## src/rtl/pixel_pkg.sv

```systemverilog
// Shared definitions for the HPS-to-image-RAM pixel loader: FSM states,
// default frame geometry and the bit positions of the status nibbles.
package pixel_pkg;

    typedef enum logic [1:0] {
        S_IDLE  = 2'd0,
        S_WRITE = 2'd1,
        S_ACK   = 2'd2
    } state_t;

    localparam int DEF_H_RES  = 320;
    localparam int DEF_V_RES  = 240;
    localparam int DEF_ADDR_W = 18;

    // status_in bit positions (HPS -> fabric)
    localparam int IN_REQ   = 0;
    localparam int IN_START = 1;

    // status_out bit positions (fabric -> HPS)
    localparam int ST_ACK_BIT  = 0;
    localparam int ST_BUSY_BIT = 1;
    localparam int ST_DONE_BIT = 2;
    localparam int ST_ERR_BIT  = 3;

endpackage

```

## src/rtl/pixel_loader.sv

```systemverilog
// Takes one RGB888 pixel per HPS req/ack toggle handshake and writes it to the
// image RAM in raster order, tracking row/col and end-of-frame.
//
//   state   | meaning
//   IDLE    | waiting for a req toggle or a frame start
//   WRITE   | single-cycle RAM write of the captured pixel
//   ACK     | ack toggled, row/col advance on exit
module pixel_loader
    import pixel_pkg::*;
#(
    parameter int H_RES  = DEF_H_RES,
    parameter int V_RES  = DEF_V_RES,
    parameter int ADDR_W = DEF_ADDR_W
) (
    input  logic              clk_clk,
    input  logic              reset_reset,
    input  logic [23:0]       pixel_data,
    input  logic [3:0]        status_in,
    output logic [3:0]        status_out,
    output logic [15:0]       row_out,
    output logic [ADDR_W-1:0] ram_address,
    output logic              ram_chipselect,
    output logic              ram_write,
    output logic              ram_clken,
    output logic [31:0]       ram_writedata,
    output logic [3:0]        ram_byteenable
);

    localparam int COL_W = (H_RES > 1) ? $clog2(H_RES) : 1;
    localparam int ROW_W = (V_RES > 1) ? $clog2(V_RES) : 1;
    localparam logic [COL_W-1:0]  COL_LAST = COL_W'(H_RES - 1);
    localparam logic [ROW_W-1:0]  ROW_LAST = ROW_W'(V_RES - 1);
    localparam logic [ADDR_W-1:0] H_RES_A  = ADDR_W'(H_RES);

    state_t           r_state;
    state_t           w_state_nxt;
    logic             r_req_q;
    logic             r_start_q;
    logic             r_start_pend;
    logic [23:0]      r_pixel;
    logic [COL_W-1:0] r_col;
    logic [ROW_W-1:0] r_row;
    logic             r_ack;
    logic             r_done;
    logic             r_err;

    logic w_req;
    logic w_start_edge;
    logic w_start_any;
    logic w_capture;
    logic w_reject;
    logic w_clear;
    logic w_advance;
    logic w_ack_flip;
    logic w_strobe;
    logic w_busy;
    logic w_unused;

    assign w_req        = status_in[IN_REQ] ^ r_req_q;
    assign w_start_edge = status_in[IN_START] & ~r_start_q;
    assign w_start_any  = w_start_edge | r_start_pend;
    assign w_unused     = &{1'b0, status_in[3:2]};

    always_ff @(posedge clk_clk) begin
        if (reset_reset) begin
            r_state <= S_IDLE;
        end else begin
            r_state <= w_state_nxt;
        end
    end

    // A frame start in IDLE wins over a simultaneous request; the request
    // stays visible because the req copy has not advanced.
    always_comb begin
        w_state_nxt = r_state;
        w_capture   = 1'b0;
        w_reject    = 1'b0;
        w_clear     = 1'b0;
        w_advance   = 1'b0;
        w_ack_flip  = 1'b0;
        w_strobe    = 1'b0;
        w_busy      = 1'b0;
        case (r_state)
            S_IDLE: begin
                if (w_start_any) begin
                    w_clear = 1'b1;
                end else if (w_req) begin
                    if (r_done) begin
                        w_reject   = 1'b1;
                        w_ack_flip = 1'b1;
                    end else begin
                        w_capture   = 1'b1;
                        w_state_nxt = S_WRITE;
                    end
                end
            end
            S_WRITE: begin
                w_strobe    = 1'b1;
                w_busy      = 1'b1;
                w_ack_flip  = 1'b1;
                w_state_nxt = S_ACK;
            end
            S_ACK: begin
                w_busy      = 1'b1;
                w_advance   = 1'b1;
                w_state_nxt = S_IDLE;
            end
            default: begin
                w_state_nxt = S_IDLE;
            end
        endcase
    end

    always_ff @(posedge clk_clk) begin
        if (reset_reset) begin
            r_req_q      <= status_in[IN_REQ];
            r_start_q    <= status_in[IN_START];
            r_start_pend <= 1'b0;
            r_pixel      <= '0;
            r_col        <= '0;
            r_row        <= '0;
            r_ack        <= 1'b0;
            r_done       <= 1'b0;
            r_err        <= 1'b0;
        end else begin
            r_start_q <= status_in[IN_START];

            if (w_clear) begin
                r_start_pend <= 1'b0;
            end else if (w_start_edge && (r_state != S_IDLE)) begin
                r_start_pend <= 1'b1;
            end

            if (w_capture || w_reject) begin
                r_req_q <= status_in[IN_REQ];
            end
            if (w_capture) begin
                r_pixel <= pixel_data;
            end
            if (w_ack_flip) begin
                r_ack <= ~r_ack;
            end
            if (w_reject) begin
                r_err <= 1'b1;
            end

            // Last pixel of the frame leaves row/col parked on the final position.
            if (w_clear) begin
                r_col  <= '0;
                r_row  <= '0;
                r_done <= 1'b0;
                r_err  <= 1'b0;
            end else if (w_advance) begin
                if (r_col == COL_LAST) begin
                    if (r_row == ROW_LAST) begin
                        r_done <= 1'b1;
                    end else begin
                        r_col <= '0;
                        r_row <= r_row + ROW_W'(1);
                    end
                end else begin
                    r_col <= r_col + COL_W'(1);
                end
            end
        end
    end

    always_comb begin
        status_out              = '0;
        status_out[ST_ACK_BIT]  = r_ack;
        status_out[ST_BUSY_BIT] = w_busy;
        status_out[ST_DONE_BIT] = r_done;
        status_out[ST_ERR_BIT]  = r_err;
    end

    assign row_out        = 16'(r_row);
    assign ram_address    = (ADDR_W'(r_row) * H_RES_A) + ADDR_W'(r_col);
    assign ram_chipselect = w_strobe;
    assign ram_write      = w_strobe;
    assign ram_clken      = w_strobe;
    assign ram_writedata  = {8'h00, r_pixel};
    assign ram_byteenable = 4'hF;

endmodule

```

## config.mk

```make
export PLATFORM = sky130hd
export DESIGN_NAME = pixel_loader
export DESIGN_NICKNAME = d
export VERILOG_FILES = /design/src/rtl/pixel_pkg.sv /design/src/rtl/pixel_loader.sv
export SDC_FILE = /design/constraint.sdc
export NUM_CORES = 1
export LEC_CHECK = 0
export ABC_AREA = 1
export BUFFER_PORTS_ARGS = -buffer_cell sky130_fd_sc_hd__buf_2
export CAP_MARGIN = 5
export CORE_MARGIN = 2
export CORE_UTILIZATION = 25
export DETAILED_ROUTE_END_ITERATION = 7
export GPL_TIMING_DRIVEN = 0
export PLACE_DENSITY = 0.45
export SLEW_MARGIN = 20
export SYNTH_ARGS = -nofsm -noshare
export SYNTH_HDL_FRONTEND = slang
export SYNTH_SLANG_ARGS = --single-unit
```

## constraint.sdc

```tcl
create_clock -name clk_clk -period 5.5 [get_ports clk_clk]
set_input_delay 0.275 -clock clk_clk [delete_from_list [all_inputs] [get_ports clk_clk]]
set_output_delay 0.275 -clock clk_clk [all_outputs]
set_load 0.01 [all_outputs]
```

=== Word level (Yosys, flattened, before mapping) ===
Cells that the tools add are included.

* Reductions and logical operators: 11
* Div/mod/pow operators: 0
* Shifts and indexed selects: 0
* Equality and inequality tests: 8
* Bitwise operators: 6
* Mux-type cells: 22
* Add/sub/neg operators: 3
* $lt $le $gt $ge: 0
* $mul: 1

{| class="wikitable"
|+ Operators by type and width
! kind !! count
|-
| adder 17 x 9 -> 18 bit || 1
|-
| 2-to-1 mux 9 bit || 2
|-
| 2-to-1 mux 1 bit || 15
|-
| multiplier 8 x 3 -> 11 bit, second input constant || 1
|-
| adder 9 x 1 -> 9 bit, second input constant || 1
|-
| equality test 9 bit, second input constant || 1
|-
| AND reduction 3 bit || 3
|-
| adder 8 x 1 -> 8 bit, second input constant || 1
|-
| equality test 8 bit, second input constant || 1
|-
| inequality test 2 bit, second input constant || 4
|-
| 2-to-1 mux 2 bit || 3
|-
| case mux 2 bit (2 select lines) || 1
|-
| nonzero test 2 bit || 2
|-
| OR reduction 2 bit || 2
|-
| NOT 1 bit || 3
|-
| equality test 2 x 1 -> 1 bit, second input constant || 1
|-
| equality test 2 bit, second input constant || 1
|-
| zero test 2 bit || 1
|-
| case mux 1 bit (2 select lines) || 1
|-
| AND reduction 2 bit || 1
|-
| bitwise AND 1 bit || 1
|-
| logical AND 1 bit || 1
|-
| logical OR 1 bit || 1
|-
| bitwise OR 1 bit || 1
|-
| XOR 1 bit || 1
|}

* Bits in writable memories: 0
* Memory bits (read-only): 0
* Bits in latches: 0
* Memories: 0
* Bits in registers: 49
* Output and inout bits: 77
* Bits of input ports: 30

=== Longest topological paths before layout ===
* Depth in word-level cells: 8
* Gate-level depth with buffers: 12
* Gate-level depth less buffers: 12

=== Worst setup path before layout ===
OpenSTA, ideal clock, no wires.

* Kind: register -> output
* Start: register r_row[3]
* End: output ram_address[16]
* Stages on the path, launching flop included: 11
* Data arrival time: 2.190 ns
* Buffers on the path: 0
* Path slack: 3.035 ns
* Cell sequence: dfxtp_1 > ha_1 > ha_1 > fa_1 > xor2_2 > nand2_2 > nor2_4 > nand2_2 > nor2_4 > nand2_2 > o21ai_2

* Word-level cells in the longest chain between the ends: 2

{| class="wikitable"
|+ RTL lines
! what !! line !! source
|-
| from (decl) || pixel_loader.sv:42 || <nowiki>logic [ROW_W-1:0] r_row;</nowiki>
|-
| from (signal assigned) || pixel_loader.sv:159 || <nowiki>r_row <= r_row + ROW_W'(1);</nowiki>
|-
| multiplier 8 x 3 -> 11 bit || pixel_loader.sv:177 || <nowiki>assign ram_address = (ADDR_W'(r_row) * H_RES_A) + ADDR_W'(r_col);</nowiki>
|-
| adder 17 x 9 -> 18 bit || pixel_loader.sv:177 ||
|-
| to (decl) || pixel_loader.sv:21 || <nowiki>output logic [ADDR_W-1:0] ram_address,</nowiki>
|}

Every way passes these cells.

=== Worst setup path in the final report ===
* Start: register r_row[3]
* End: output ram_address[15]

The elaborated chain is that of the path after synthesis.

==> results.toml <==
[placed_design]
place_area_mm2 = 0.00370
hpwl_um = 5880
gp_congestion = 0.750
io_buffer_count = 82

[drt]
wl_um = 7640
wl_per_cell_um = 11.3
ant_nets = 0
first_pass_iters = 4
route.detailed.drc = 0
initialDrtViolationCount = 117
via_count = 2885
via_per_inst = 4.26

[clock_network]
hold_buffers = 0
cts_tree = "yes"
cts-resized-gates = 0
path_clk_slew_ps = 70
cts-root-buf = "clkbuf_16"
cts.sinks = 49
htree_levels = 2
clkLatencyLatePin_ps = 290
cts_made_buffers = 5
cts_buffer_depth = 2
cts_setup_buffers = 0

[global_route]
grt_overflow_total = 0
grt_max_degree = 18
antenna_found_initial = 1
grt_pass1_wl_um = 12800
grt_pass1_vias = 2740
gr-usage-all-layers_pct = 12.0

[yosys]
synth-seq-cells = 49
seq_area_frac_synth_pct = 32.6
synth_area_leaders = "dfxtp_1 32%, nand2_1 12%, ha_1 8.2%, buf_4 8.2%, a21oi_1 7.6%"
syn_inst = 422
synth_area_leader_cell = "dfxtp_1"
synth_top_area_share_pct = 31.6
syn_area_mm2 = 0.00304
avgSynthCellArea_um2 = 7.20
yosys_warnings = 0
synth_cell_types = 32

[flow_run]
max_cap_viol_count = 0

[sta]
max_slew_margin_pct = 56.0
rsz0062_at_grt = "false"
slew_viol_final = 0
tns_ps = 0
finalCritPeriodShare_pct = 54.9
fmax_mhz = 331
setup_violations = 0
period_minus_slack_ps = 3020
tightest_slew_ps = 654
finalHoldViolations = 0
skew_ps = 6.93

[die]
num_rows = 40
die_w_um = 114
dieArea_mm2 = 0.0131
floorplan.initialDensity_pct = 25.4
dieHeight_um = 114
ioPinCount = 107
core_mm2 = 0.0120

[power]
peakVddDrop_mv = 0.156
powerDensity_mw_per_mm2 = 239
p_leak_nw = 2.01

[layout]
drive_gt1_share_pct = 27.5
nets = 582
diodes = 0
fillers = 1294
synthToLayoutAreaGrowth_pct = 27.4
fin_area_mm2 = 0.00387

[setup_path]
crit_arrival_ps = 2750
crit_type = "flip-flop to primary output"
cp-end-kind = "primary output"
cpPeakStageDelay_ps = 610
crit_fanout = 8
reg2regPathDepth = 6
critPathRequiredTime_ps = 5220
cp_common_cell = "nand2_1"
critPathLaunchType = "flip-flop"
cp_cell_sequence = "ha_1, ha_1, fa_1, nand4_1, nand2_1, inv_1, nor2_1, nand3_1, nand2_1, nand2_1, buf_2"
cp_slowest_cell = "fa_1"

[hold_path]
hp-class = "input port to flip-flop"
whs_path_depth = 1

[outcome]
outcome = "finished, final reports clean"
-- power breakdown --
part / switching [mW] / internal, mW / leakage, nW
Combinational: 0.113 / 0.0724 / 1.53
Clock: 0.147 / 0.200 / 0.0830
Sequential: 0.0127 / 0.380 / 0.401
Total: 0.273 / 0.652 / 2.01
-- stage by stage --
stage          instances  power [mW]  worst slack (ps)  utilization (%)  hold WS (ps)
6_report             678       0.925              2480             32.4           109
5_1_grt              678       0.985              2280             32.4           103
4_1_cts              678       0.943              2460             32.4           106
3_5_place_dp         670       0.589              2780             31.0           417
3_3_place_gp         670       0.586              2790             31.0           407
2_1_floorplan        441       0.523              3040                -           303
-- path summary, 6_finish.rpt --
check                                  endpoint  slack [ps]         start
worst max-delay path            ram_address[15]        2480      r_row[3]
worst min-delay path                  r_start_q         110  status_in[1]
worst max register to register         r_row[6]        3570    r_state[0]
worst min register to register            r_ack         460         r_ack
-- placed cells by master, fill, tap and decap left out, types with 9 or more instances in the layout --
master   instances
buf_2           88
ha_1            20
o21ai_0          9
nor2_1          22
a21oi_1         46
conb_1          21
nand3_1         45
nand2_1         97
buf_4           33
dfxtp_1         48
inv_1           43
-- state kept, by name (all words and copies together) (netlist names) --
register / count
r_start_pend: 1
r_pixel: 24
r_row: 8
r_col: 9
r_err: 1
r_state: 2
r_ack: 1
r_done: 1
r_start_q: 1
r_req_q: 1
-- critical path: cells and delay by family, from the launching register on --
family	cells	cell delay [ps]
adder cells (fa/ha/maj)	3	1150
buffers and inverters	2	180
flip-flops	1	520
AND/OR/NAND/NOR	6	600
-- cell type report --
| class | instances | area [um2] | area share, % |
|---|---|---|---|
| Buffer | 44 | 297 | 7.66 |
| Clock buffer | 6 | 150 | 3.88 |
| Clock inverter | 2 | 17.5 | 0.452 |
| Inverter | 45 | 170 | 4.39 |
| Multi-Input combinational cell | 303 | 1650 | 42.7 |
| Sequential cell | 49 | 991 | 25.6 |
| Tap cell | 147 | 184 | 4.75 |
| Timing Repair Buffer | 82 | 410 | 10.6 |
-- cells by family after synthesis --
kind of cell    share of synthesized area (%)
simple gates                             27.5
xor+xnor                                 4.57
flops                                    32.6
compound gates                           10.1
fa+ha+maj                                9.55
other cells                             0.247
buf+inv                                  15.4
-- cells in the mapped netlist --
cell	number
or2_2	1
clkbuf_1	5
nor2_2	1
nand3_1	45
nand2_1	97
nand2_2	4
a21oi_2	1
conb_1	2
o21ai_2	1
fa_1	2
buf_4	33
clkinv_2	1
a21oi_1	46
buf_2	6
nand3_2	1
xnor2_1	7
nor2_4	4
ha_1	20
nand4_1	7
xor2_2	1
nor2_1	22
nand2_4	1
inv_2	1
inv_1	43
o21a_1	1
xor2_1	7
o21ai_0	9
a211oi_1	1
dfxtp_1	48
edfxtp_1	1
nor3_1	2
nand3b_1	1
-- routing by layer --
| layer | GRT usage (%) | share of wire (%) | up-vias |
|---|---|---|---|
| met2 | 19.6 | 46 | 83 |
| met5 | 0 | 0.14 | - |
| li1 | - | - | 1524 |
| met4 | 2.68 | 0.72 | 2 |
| met1 | 15.0 | 45 | 1270 |
| met3 | 4.50 | 8.2 | 6 |
Power figures use the tool's default switching activity.
